File: src/rtl/branch_ctrl_pkg.sv
// Shared branch funct3 encodings, BHT counter states and saturating counter helpers.
package branch_ctrl_pkg;

    localparam logic [2:0] F3_BEQ  = 3'b000;
    localparam logic [2:0] F3_BNE  = 3'b001;
    localparam logic [2:0] F3_BLT  = 3'b100;
    localparam logic [2:0] F3_BGE  = 3'b101;
    localparam logic [2:0] F3_BLTU = 3'b110;
    localparam logic [2:0] F3_BGEU = 3'b111;

    typedef enum logic [1:0] {
        SNT = 2'b00,
        WNT = 2'b01,
        WT  = 2'b10,
        ST  = 2'b11
    } bht_state_e;

    function automatic bht_state_e bhtInc(input bht_state_e s);
        bht_state_e r;
        r = ST;
        case (s)
            SNT:     r = WNT;
            WNT:     r = WT;
            default: r = ST;
        endcase
        return r;
    endfunction

    function automatic bht_state_e bhtDec(input bht_state_e s);
        bht_state_e r;
        r = SNT;
        case (s)
            ST:      r = WT;
            WT:      r = WNT;
            default: r = SNT;
        endcase
        return r;
    endfunction

    // 010 and 011 are not conditional branches.
    function automatic logic isLegalF3(input logic [2:0] f3);
        return f3[2:1] != 2'b01;
    endfunction

endpackage

File: src/rtl/branch_bht.sv
// Branch history table of 2-bit saturating counters: one async read port, one sync write port.
module branch_bht
    import branch_ctrl_pkg::*;
#(
    parameter int IDX_W = 6
) (
    input  logic             clk_i,
    input  logic             rst_ni,
    input  logic [IDX_W-1:0] rdIdx_i,
    output logic [1:0]       rdState_o,
    input  logic             wrEn_i,
    input  logic [IDX_W-1:0] wrIdx_i,
    input  logic             wrTaken_i
);

    bht_state_e bhtTable_q [2**IDX_W];
    bht_state_e entry_d;

    assign rdState_o = bhtTable_q[rdIdx_i];

    always_comb begin
        entry_d = wrTaken_i ? bhtInc(bhtTable_q[wrIdx_i]) : bhtDec(bhtTable_q[wrIdx_i]);
    end

    // Reset starts every entry weakly not-taken and wins over a same-edge update.
    always_ff @(posedge clk_i) begin
        if (!rst_ni) begin
            for (int i = 0; i < 2**IDX_W; i++) begin
                bhtTable_q[i] <= WNT;
            end
        end else if (wrEn_i) begin
            bhtTable_q[wrIdx_i] <= entry_d;
        end
    end

endmodule

File: src/rtl/branch_ctrl.sv
// Branch resolution, ID-stage prediction and mispredict flush with performance counters.
// Define BRANCH_BHT_EN for dynamic BHT prediction; otherwise prediction is static not-taken.
module branch_ctrl
    import branch_ctrl_pkg::*;
#(
    parameter int BHT_IDX_W = 6,
    parameter int CNT_W     = 32
) (
    input  logic             i_clk,
    input  logic             i_rst_n,
    input  logic             i_stall,
    input  logic             i_id_valid,
    input  logic             i_id_is_br,
    input  logic [31:0]      i_id_pc,
    input  logic [31:0]      i_id_target,
    output logic             o_id_redirect,
    output logic [31:0]      o_id_redirect_pc,
    output logic             o_id_pred_taken,
    input  logic             i_ex_valid,
    input  logic             i_ex_is_br,
    input  logic [2:0]       i_ex_funct3,
    input  logic [31:0]      i_ex_pc,
    input  logic [31:0]      i_ex_target,
    input  logic             i_ex_pred_taken,
    output logic             o_br_un,
    input  logic             i_br_less,
    input  logic             i_br_equal,
    output logic             o_ex_taken,
    output logic             o_flush,
    output logic [31:0]      o_ex_redirect_pc,
    output logic [CNT_W-1:0] o_br_count,
    output logic [CNT_W-1:0] o_mispred_count
);

    logic             condTaken;
    logic             exTaken;
    logic             exFire;
    logic             exPred;
    logic             mispredict;
    logic             idPredTaken;
    logic [CNT_W-1:0] brCount_q;
    logic [CNT_W-1:0] brCount_d;
    logic [CNT_W-1:0] mispredCount_q;
    logic [CNT_W-1:0] mispredCount_d;

    assign o_br_un = i_ex_funct3[1];

    always_comb begin
        condTaken = 1'b0;
        case (i_ex_funct3)
            F3_BEQ:  condTaken = i_br_equal;
            F3_BNE:  condTaken = ~i_br_equal;
            F3_BLT:  condTaken = i_br_less;
            F3_BGE:  condTaken = ~i_br_less;
            F3_BLTU: condTaken = i_br_less;
            F3_BGEU: condTaken = ~i_br_less;
            default: condTaken = 1'b0;
        endcase
    end

    assign exTaken    = i_ex_valid & i_ex_is_br & condTaken;
    assign exFire     = i_ex_valid & i_ex_is_br & isLegalF3(i_ex_funct3) & ~i_stall;
    assign mispredict = exFire & (exTaken != exPred);

    assign o_ex_taken       = exTaken;
    assign o_flush          = mispredict;
    assign o_ex_redirect_pc = exTaken ? i_ex_target : i_ex_pc + 32'd4;

`ifdef BRANCH_BHT_EN
    logic [1:0] idState;
    logic       unusedIdPcBits;

    branch_bht #(
        .IDX_W(BHT_IDX_W)
    ) u_bht (
        .clk_i    (i_clk),
        .rst_ni   (i_rst_n),
        .rdIdx_i  (i_id_pc[BHT_IDX_W+1:2]),
        .rdState_o(idState),
        .wrEn_i   (exFire),
        .wrIdx_i  (i_ex_pc[BHT_IDX_W+1:2]),
        .wrTaken_i(exTaken)
    );

    assign idPredTaken    = i_id_valid & i_id_is_br & idState[1];
    assign exPred         = i_ex_pred_taken;
    assign unusedIdPcBits = ^{i_id_pc[31:BHT_IDX_W+2], i_id_pc[1:0]};
`else
    logic unusedIdInputs;

    // Static not-taken: the EX-side prediction is always 0, so every taken branch flushes.
    assign idPredTaken    = 1'b0;
    assign exPred         = 1'b0;
    assign unusedIdInputs = ^{i_id_valid, i_id_is_br, i_id_pc, i_ex_pred_taken};
`endif

    assign o_id_pred_taken  = idPredTaken;
    assign o_id_redirect    = idPredTaken & ~mispredict;
    assign o_id_redirect_pc = i_id_target;

    always_comb begin
        brCount_d      = brCount_q;
        mispredCount_d = mispredCount_q;
        if (exFire) begin
            brCount_d = brCount_q + CNT_W'(1);
        end
        if (mispredict) begin
            mispredCount_d = mispredCount_q + CNT_W'(1);
        end
    end

    always_ff @(posedge i_clk) begin
        if (!i_rst_n) begin
            brCount_q      <= '0;
            mispredCount_q <= '0;
        end else begin
            brCount_q      <= brCount_d;
            mispredCount_q <= mispredCount_d;
        end
    end

    assign o_br_count      = brCount_q;
    assign o_mispred_count = mispredCount_q;

endmodule

File: config.mk
export PLATFORM = sky130hd
export DESIGN_NAME = branch_ctrl
export DESIGN_NICKNAME = d
export VERILOG_FILES = /design/src/rtl/branch_ctrl_pkg.sv /design/src/rtl/branch_bht.sv /design/src/rtl/branch_ctrl.sv
export SDC_FILE = /design/constraint.sdc
export NUM_CORES = 1
export LEC_CHECK = 0
export ABC_AREA = 1
export CAP_MARGIN = 20
export CORE_ASPECT_RATIO = 1.1
export CORE_UTILIZATION = 37
export CTS_CLUSTER_DIAMETER = 30
export DETAILED_ROUTE_END_ITERATION = 6
export PLACE_DENSITY = 0.78
export REMOVE_ABC_BUFFERS = 1
export SYNTH_ARGS = -nofsm -noshare
export SYNTH_HDL_FRONTEND = slang
export SYNTH_HIERARCHICAL = 1
export SYNTH_SLANG_ARGS = --single-unit
export TNS_END_PERCENT = 5
File: constraint.sdc
create_clock -name i_clk -period 1.81 [get_ports i_clk]
set_input_delay 0.4525 -clock i_clk [delete_from_list [all_inputs] [get_ports i_clk]]
set_output_delay 0.4525 -clock i_clk [all_outputs]
set_load 0.02 [all_outputs]
# After elaboration in Yosys (flattened, before gate mapping)

Cells that the tools add are included.

Add/subtract/negate cells: 3
Reductions and logical operators: 3
Bitwise operators: 8
Mux-type cells: 2
Magnitude comparators: 0
Multiply operators: 0
Eq/ne operators: 6
Shift operators: 0
Div/mod/pow operators: 0

Operators by type and width:

| cell                                                                     | number |
|---|---|
| 32-bit by 1-bit adder with 32-bit output (second input constant)         | 2 |
| 32-bit by 3-bit adder with 32-bit output (second input constant)         | 1 |
| 32-bit two-way mux                                                       | 1 |
| 3-bit equality test (second input constant)                              | 4 |
| 1-bit AND                                                                | 5 |
| 1-bit one-hot mux with 4 select lines                                    | 1 |
| 2-bit OR reduction                                                       | 2 |
| 3-bit by 1-bit equality test with 1-bit output (second input constant)   | 1 |
| 3-bit zero test                                                          | 1 |
| 1-bit NOT                                                                | 3 |
| 2-bit by 1-bit inequality test with 1-bit output (second input constant) | 1 |

Output and inout port bits: 133
Flip-flop bits (word level): 64
Bits in latches: 0
Logic and storage cells: 24
Bits in read-only memories: 0
Bits of input ports: 141
Memories: 0
Bits in writable memories: 0

# Longest topological paths before layout

Gate-level depths: netlist of run 1.

Depth after elaboration: 5
Gate-level depth with buffers: 11
Gate-level depth less buffers: 10

# Worst setup path before layout of run 1

OpenSTA, ideal clock, no wires.

Path type: input -> output
From: in i_ex_pc[2]
To: out o_ex_redirect_pc[14]
Data required time: 1357 ps
Setup slack: -381 ps
Path buffers: 0
Arrival: 1739 ps
Cell stages on the path: 7
Cells stage by stage: ha_1 nand3_1 inv_1 nand2_1 nor2_1 xor2_1 o21ai_0

Longest elaborated chain between the ends: 2

RTL lines:

| element                                  | RTL line          | RTL |
|---|---|---|
| start, declared                          | branch_ctrl.sv:22 | `input logic [31:0] i_ex_pc,` |
| 32-bit by 3-bit adder with 32-bit output | branch_ctrl.sv:67 | `assign o_ex_redirect_pc = exTaken ? i_ex_target : i_ex_pc + 32'd4;` |
| 32-bit two-way mux                       | branch_ctrl.sv:67 |  |
| end, declared                            | branch_ctrl.sv:30 | `output logic [31:0] o_ex_redirect_pc,` |

No other way between the ends.

# Final worst setup path of run 1

From: in i_ex_pc[17]
To: out o_ex_redirect_pc[23]

The elaborated chain is that of the path after synthesis.

==> impl_metrics.env, run 1 <==
export IMPL_clock_latency_ns=0.33
export IMPL_fin_skew_ns=0.00606
export IMPL_p_seq_share_pct=34.1
export IMPL_synthCells=945
export IMPL_cp_arrival_ns=1.63
export IMPL_final_max_slew_violation_count=0
export IMPL_synth_area_um2=5330
export IMPL_cts_tree="yes"
export IMPL_boundaryPins=274
export IMPL_viasPerCell=5.03
export IMPL_synth_yosys_seq_area_share_pct=24.0
export IMPL_p_sw_mw=1.14
export IMPL_dp_hpwl_um=16300
export IMPL_endpoint_kind="primary output"
export IMPL_ctsHoldBuffers=0
export IMPL_die_w_um=116
export IMPL_synthDistinctLibCells=31
export IMPL_grt_busiest_layer="met2"
export IMPL_num_vias=6841
export IMPL_drtIter0Drc=441
export IMPL_p_int_mw=3.02
export IMPL_drc=0
export IMPL_grt_use_met1_pct=28.9
export IMPL_yosys_warnings=6
export IMPL_clkPwrFrac_pct=42.0
export IMPL_port_buffer_count=172
export IMPL_place_inst=1324
export IMPL_wl_per_cell_um=16.9
export IMPL_fmax_mhz=480
export IMPL_tns_ns=-6.02
export IMPL_setup_violations=34
export IMPL_grtUsageMet3_pct=13.0
export IMPL_status="finished with violations"
export IMPL_diodes=0
export IMPL_fin_ws_ns=-0.271
export IMPL_cp_required_ns=1.36
export IMPL_start_util_pct=38.3
export IMPL_cts_root_buf="clkbuf_16"
export IMPL_wl_um=23000
export IMPL_hold_path_class="reg2reg"
export IMPL_path_clk_slew_ns=0.05
export IMPL_clock_sinks=64
export IMPL_postRouteAntennaNets=0
export IMPL_timing_final_crit_period_ns=2.08
export IMPL_p_leak_nw=4.02
export IMPL_p_sw_share_pct=27.4
export IMPL_use_met2_pct=49.8
export IMPL_firstDrtPassIters=6
export IMPL_cap_violations=0
export IMPL_startpoint_type="input port"
export IMPL_die_area_um2=14900
export IMPL_violations="negative setup slack"
export IMPL_die_h_um=128
export IMPL_h_tree_depth=3
export IMPL_cts_buffer_depth=2
export IMPL_finalHoldViolCount=0
export IMPL_ys_ff_latch=64
export IMPL_gp_congestion=0.972
export IMPL_power_density_nw_per_um2=469
export IMPL_period_share_pct=115
export IMPL_layout_cells_non_filler=1360
export IMPL_grt_first_pass_wirelength_um=32600
export IMPL_avgSynthCellArea_um2=5.64
export IMPL_core_area_um2=13900
export IMPL_grt_use_total_pct=29.2
export IMPL_fin_nets=1311
export IMPL_grt_max_degree=35
export IMPL_rsz0062_at_grt="yes"
export IMPL_pre_cts_slack_ns=-1.25
export IMPL_rows=45
export IMPL_reg2reg_slack_ns=0.16
export IMPL_pwr_share_comb_pct=23.9
export IMPL_grt_antenna_before_repair=0
export IMPL_cts_buffers=9
export IMPL_grt_ovfl_total=0
export IMPL_grt_pass1_vias=6361
export IMPL_ir_drop_uv=551
export IMPL_area_growth_pct=66.3
export IMPL_drive_above_1_share_pct=28.8
export IMPL_crit_type="in2out"
export IMPL_crit_fanout=3
export IMPL_fin_util_pct=63.7
[layout make-up]
| class | instances | area, µm² |
|---|---|---|
| clock inverter | 2 | 10.0 |
| sequential | 64 | 1280 |
| multi-input combinational | 723 | 3960 |
| fill | 1176 | 5040 |
| clock buffer | 14 | 294 |
| tap | 188 | 235 |
| timing repair buffer | 262 | 2670 |
| inverter | 107 | 412 |
[critical path, stage by stage]
cell	delay [ns]
buf_4	0.12
nand2_4	0.07
nor2_4	0.15
nand2_2	0.12
nor2_4	0.13
nand2_1	0.09
xor2_1	0.19
o21ai_2	0.17
buf_6	0.13
[path summary, 6_finish.rpt]
check	from	end	cells after the start
worst max-delay path	i_ex_pc[17]	o_ex_redirect_pc[23]	9
worst min-delay path	o_br_count[31]	o_br_count[31]	2
worst max register to register	o_mispred_count[1]	o_mispred_count[16]	8
worst min register to register	o_br_count[31]	o_br_count[31]	2
[power groups by stage]
| stage | sequential [mW] | clock (mW) | combinational, mW |
|---|---|---|---|
| 3_5_place_dp | 1.45 | 0 | 0.730 |
| 3_3_place_gp | 1.45 | 0 | 0.725 |
| 2_1_floorplan | 1.45 | 0 | 0.261 |
| 4_1_cts | 1.42 | 1.77 | 0.879 |
| 6_report | 1.42 | 1.75 | 0.994 |
| 5_1_grt | 1.42 | 1.84 | 1.06 |
[cells by family after synthesis]
| family | Yosys count | share of synthesized area (%) |
|---|---|---|
| other | 1 | 0.0703 |
| AOI/OAI and AO/OA | 65 | 6.31 |
| xor gates and xnor gates | 31 | 5.09 |
| and+or+nand+nor | 622 | 49.7 |
| adders and majority gates | 3 | 0.704 |
| DFF | 64 | 24.0 |
| buffers and inverters | 159 | 14.1 |
[timing repair]
| item | CTS | global route |
|---|---|---|
| gates cloned | 6 | 0 |
| setup buffers | 11 | 4 |
| endpoints found under the setup margin | 130 | 53 |
| endpoints found under the hold margin | 0 | 0 |
| pin swaps | 70 | 65 |
| resized for setup | 557 | 136 |
[registers in the layout, summed over array words and instances, names as in the netlist]
| signal | flops |
|---|---|
| o_br_count | 32 |
| o_mispred_count | 32 |
[synthesized netlist by cell type]
cell type  instances  area share (%)
xnor2_1           11             1.8
o21bai_1           4            0.56
nor3b_1            2            0.28
inv_2              2            0.14
nand2_1          345              24
a31oi_1            1            0.12
nand2_2            7            0.82
dfxtp_1           64              24
ha_1               3            0.70
nand3_1           43             4.0
buf_6              1            0.21
conb_1             1           0.070
nor2_2             4            0.47
nor2_4             6             1.3
nor2_1           166              12
o21ai_1            2            0.19
nand2_4            3            0.63
nand4_1           17             2.0
nand3b_1           6            0.84
buf_2             12             1.1
xor2_1            20             3.3
clkbuf_1           4            0.28
o21ai_0           29             2.7
nand3_2            2            0.38
inv_1            105             7.4
buf_4             35             4.9
a21oi_1           29             2.7
nor3b_2            1            0.23
and3_1             2            0.23
nor2_8             3             1.1
nor3_1            15             1.4
[metrics by stage]
stage	hold WS [ns]	power (mW)	instance area [µm²]
5_1_grt	0.523	4.31	8860
2_1_floorplan	0.551	1.71	4990
3_3_place_gp	0.481	2.17	7530
3_5_place_dp	0.483	2.18	7530
4_1_cts	0.492	4.07	8420
6_report	0.490	4.16	8860
[cells in the final DEF, fill, tap and decap left out, types with 5 or more instances in the layout]
master	count
a21oi_1	29
buf_12	10
buf_16	6
buf_4	76
buf_6	53
buf_8	5
clkbuf_16	9
clkbuf_8	5
clkdlybuf4s50_1	46
dfxtp_1	64
dlygate4sd2_1	47
dlymetal6s2s_1	9
inv_1	86
inv_2	19
nand2_1	290
nand2_2	42
nand2_4	20
nand3_1	39
nand3_2	5
nand3b_1	6
nand4_1	17
nor2_1	133
nor2_2	14
nor2_4	29
nor3_1	7
o21ai_0	15
o21ai_1	5
o21ai_2	9
xnor2_1	10
xor2_1	16
[metal layers]
metal | vias to the layer above | routed length, µm | share of wire (%)
met3 | 67 | 2740 | 12
met1 | 3089 | 8020 | 35
met2 | 343 | 10900 | 48
li1 | 3340 | - | -
met5 | - | 72 | 0.31
met4 | 2 | 1250 | 5.4
Note: power is estimated with default switching activity, not from simulation.
==> inputs of run 2 (changes only) <==
--- a/config.mk
+++ b/config.mk
@@ -11,6 +11,7 @@
 export CORE_UTILIZATION = 37
 export CTS_CLUSTER_DIAMETER = 30
 export DETAILED_ROUTE_END_ITERATION = 6
+export GPL_ROUTABILITY_DRIVEN = 0
 export PLACE_DENSITY = 0.78
 export REMOVE_ABC_BUFFERS = 1
 export SYNTH_ARGS = -nofsm -noshare
==> run 2 against run 1 <==
The flow still finishes with violations (negative setup slack). Wire length down 3.6%. Global-route usage down 0.48 points. Sequential share of layout area up 0.37 points. Setup slack worse by 0.083 ns. Critical path depth up 2. Sequential power about the same. Highest routed layer unchanged.
==> impl_metrics.env, run 2 (synthesis gave the netlist of run 1 again) <==
export IMPL_status="finished with violations"
export IMPL_violations="negative setup slack"
export IMPL_drc=0
export IMPL_postRouteAntennaNets=0
export IMPL_ctsHoldBuffers=0
export IMPL_port_buffer_count=172
export IMPL_cts_buffer_depth=2
export IMPL_startpoint_type="input port"
export IMPL_fin_nets=1311
export IMPL_hp_start="o_mispred_count[31]"
export IMPL_ir_drop_uv=472
export IMPL_area_growth_pct=62.1
export IMPL_h_tree_depth=3
export IMPL_r2r_start="o_mispred_count[1]"
export IMPL_wl_um=22200
export IMPL_final_cell_mix="nand2_1, nor2_1, inv_1"
export IMPL_dp_hpwl_um=16100
export IMPL_hold_path_class="reg2reg"
export IMPL_die_area_um2=14900
export IMPL_timing_final_crit_period_ns=2.16
export IMPL_setup_violations=34
export IMPL_period_share_pct=120
export IMPL_num_vias=6791
export IMPL_reg2reg_to="o_mispred_count[30]"
export IMPL_clock_sinks=64
export IMPL_endpoint_kind="primary output"
export IMPL_die_h_um=128
export IMPL_grt_antenna_before_repair=0
export IMPL_diodes=0
export IMPL_reg2reg_slack_ns=0.16
export IMPL_fin_ws_ns=-0.354
export IMPL_cap_violations=0
export IMPL_hold_depth=2
export IMPL_hold_end="o_mispred_count[31]"
export IMPL_rsz0062_at_grt="yes"
export IMPL_die_w_um=116
export IMPL_tns_ns=-9.94
export IMPL_cp_required_ns=1.36
export IMPL_wl_per_cell_um=16.3
export IMPL_clock_latency_ns=0.34
export IMPL_boundaryPins=274
export IMPL_cp_arrival_ns=1.71
export IMPL_grt_first_pass_wirelength_um=32200
export IMPL_multiInputGateArea_um2=3820
export IMPL_viasPerCell=4.99
export IMPL_finalHoldViolCount=0
export IMPL_cts_tree="yes"
export IMPL_crit_type="in2out"
export IMPL_fin_util_pct=62.2
export IMPL_drive_above_1_share_pct=27.6
export IMPL_fmax_mhz=462
export IMPL_grt_ovfl_total=0
export IMPL_core_area_um2=13900
export IMPL_p_leak_nw=3.97
export IMPL_reg2reg_depth=9
export IMPL_cts_root_buf="clkbuf_16"
export IMPL_grt_use_total_pct=28.7
export IMPL_seq_area_um2=1280
export IMPL_crit_fanout=3
export IMPL_firstDrtPassIters=5
export IMPL_holdWs_ns=0.498
export IMPL_fillCellCount=1240
export IMPL_drtIter0Drc=394
export IMPL_grt_max_degree=35
export IMPL_final_common_cell="nand2_1"
export IMPL_grt_pass1_vias=6333
export IMPL_start_util_pct=38.3
export IMPL_power_density_nw_per_um2=478
export IMPL_cts_buffers=9
export IMPL_rows=45
export IMPL_final_max_slew_violation_count=0
export IMPL_fin_skew_ns=0.0110
export IMPL_path_clk_slew_ns=0.06
==> run 2: cell count changes in the layout (fill, tap and decap cells not counted), moves of 5 or more <==
cell,change
inv_1,+6
nor2_4,-11
buf_6,-9
nor2_2,+12
nand2_1,+5
buf_4,-6
inv_2,-6
buf_2,+8
nand2_4,-5
==> run 2: layer usage <==
layer	routed length (µm)	GRT usage (%)	part of all wire (%)
met2	10200	48.3	46
met4	1330	17.3	6.0
met5	76	3.86	0.34
met3	2860	13.0	13
met1	7720	28.6	35
==> run 2: final cells by class <==
class / count / share of cell area [%]
clock inverter: 6 / 0.680
multi-input combinational: 723 / 44.2
clock buffer: 10 / 2.76
sequential: 64 / 14.8
inverter: 107 / 4.76
tap: 188 / 2.72
timing repair buffer: 262 / 30.1
==> run 2: worst max-delay path by stage <==
stage / endpoint / from / depth (start not counted) / slack [ns]
final: o_ex_redirect_pc[25] / i_ex_pc[19] / 11 / -0.35
after global routing: o_ex_redirect_pc[25] / i_ex_pc[9] / 12 / -0.46
after CTS: o_ex_redirect_pc[21] / i_ex_funct3[0] / 13 / -0.30
after detailed placement: o_ex_redirect_pc[22] / i_ex_pc[2] / 11 / -1.26
after global placement: o_ex_redirect_pc[22] / i_ex_pc[2] / 11 / -1.24
after floorplan: o_ex_redirect_pc[10] / i_ex_funct3[0] / 7 / -0.66
==> run 2: stage by stage <==
| step | std cells | power, mW | worst slack, ns | instance area, µm² |
|---|---|---|---|---|
| global route | 1360 | 4.27 | -0.459 | 8640 |
| floorplan | 894 | 1.71 | -0.661 | 4990 |
| global placement | 1322 | 2.17 | -1.24 | 7500 |
| finish | 1360 | 4.13 | -0.354 | 8640 |
| detailed placement | 1322 | 2.17 | -1.26 | 7500 |
| CTS | 1359 | 4.08 | -0.304 | 8450 |
==> run 2: what timing repair did <==
item,in CTS,in global routing
resized for setup,523,88
endpoints found under the setup margin,134,59
cloned,7,0
pin swaps,63,19
setup buffers,15,1
==> run 2: worst max-delay path, stage by stage <==
cell	delay [ns]
clkdlybuf4s15_2	0.23
nand2_1	0.11
nor2_2	0.14
nand4_1	0.13
nor2_2	0.19
nand2_1	0.09
nand2_1	0.06
nand2_1	0.07
nand2_2	0.07
nand2_2	0.05
buf_6	0.12
==> run 2: where the power goes <==
part | internal [mW] | switching (mW) | total (mW)
combinational | 0.483 | 0.469 | 0.952
sequential | 1.41 | 0.00348 | 1.42
clock | 1.10 | 0.665 | 1.76
==> inputs of run 3 (changes only) <==
--- a/config.mk
+++ b/config.mk
@@ -6,7 +6,6 @@
 export NUM_CORES = 1
 export LEC_CHECK = 0
 export ABC_AREA = 1
-export CAP_MARGIN = 20
 export CORE_ASPECT_RATIO = 1.1
 export CORE_UTILIZATION = 37
 export CTS_CLUSTER_DIAMETER = 30
==> results of run 3 <==
No change in the layout: final DEF, timing and power equal those of run 2.
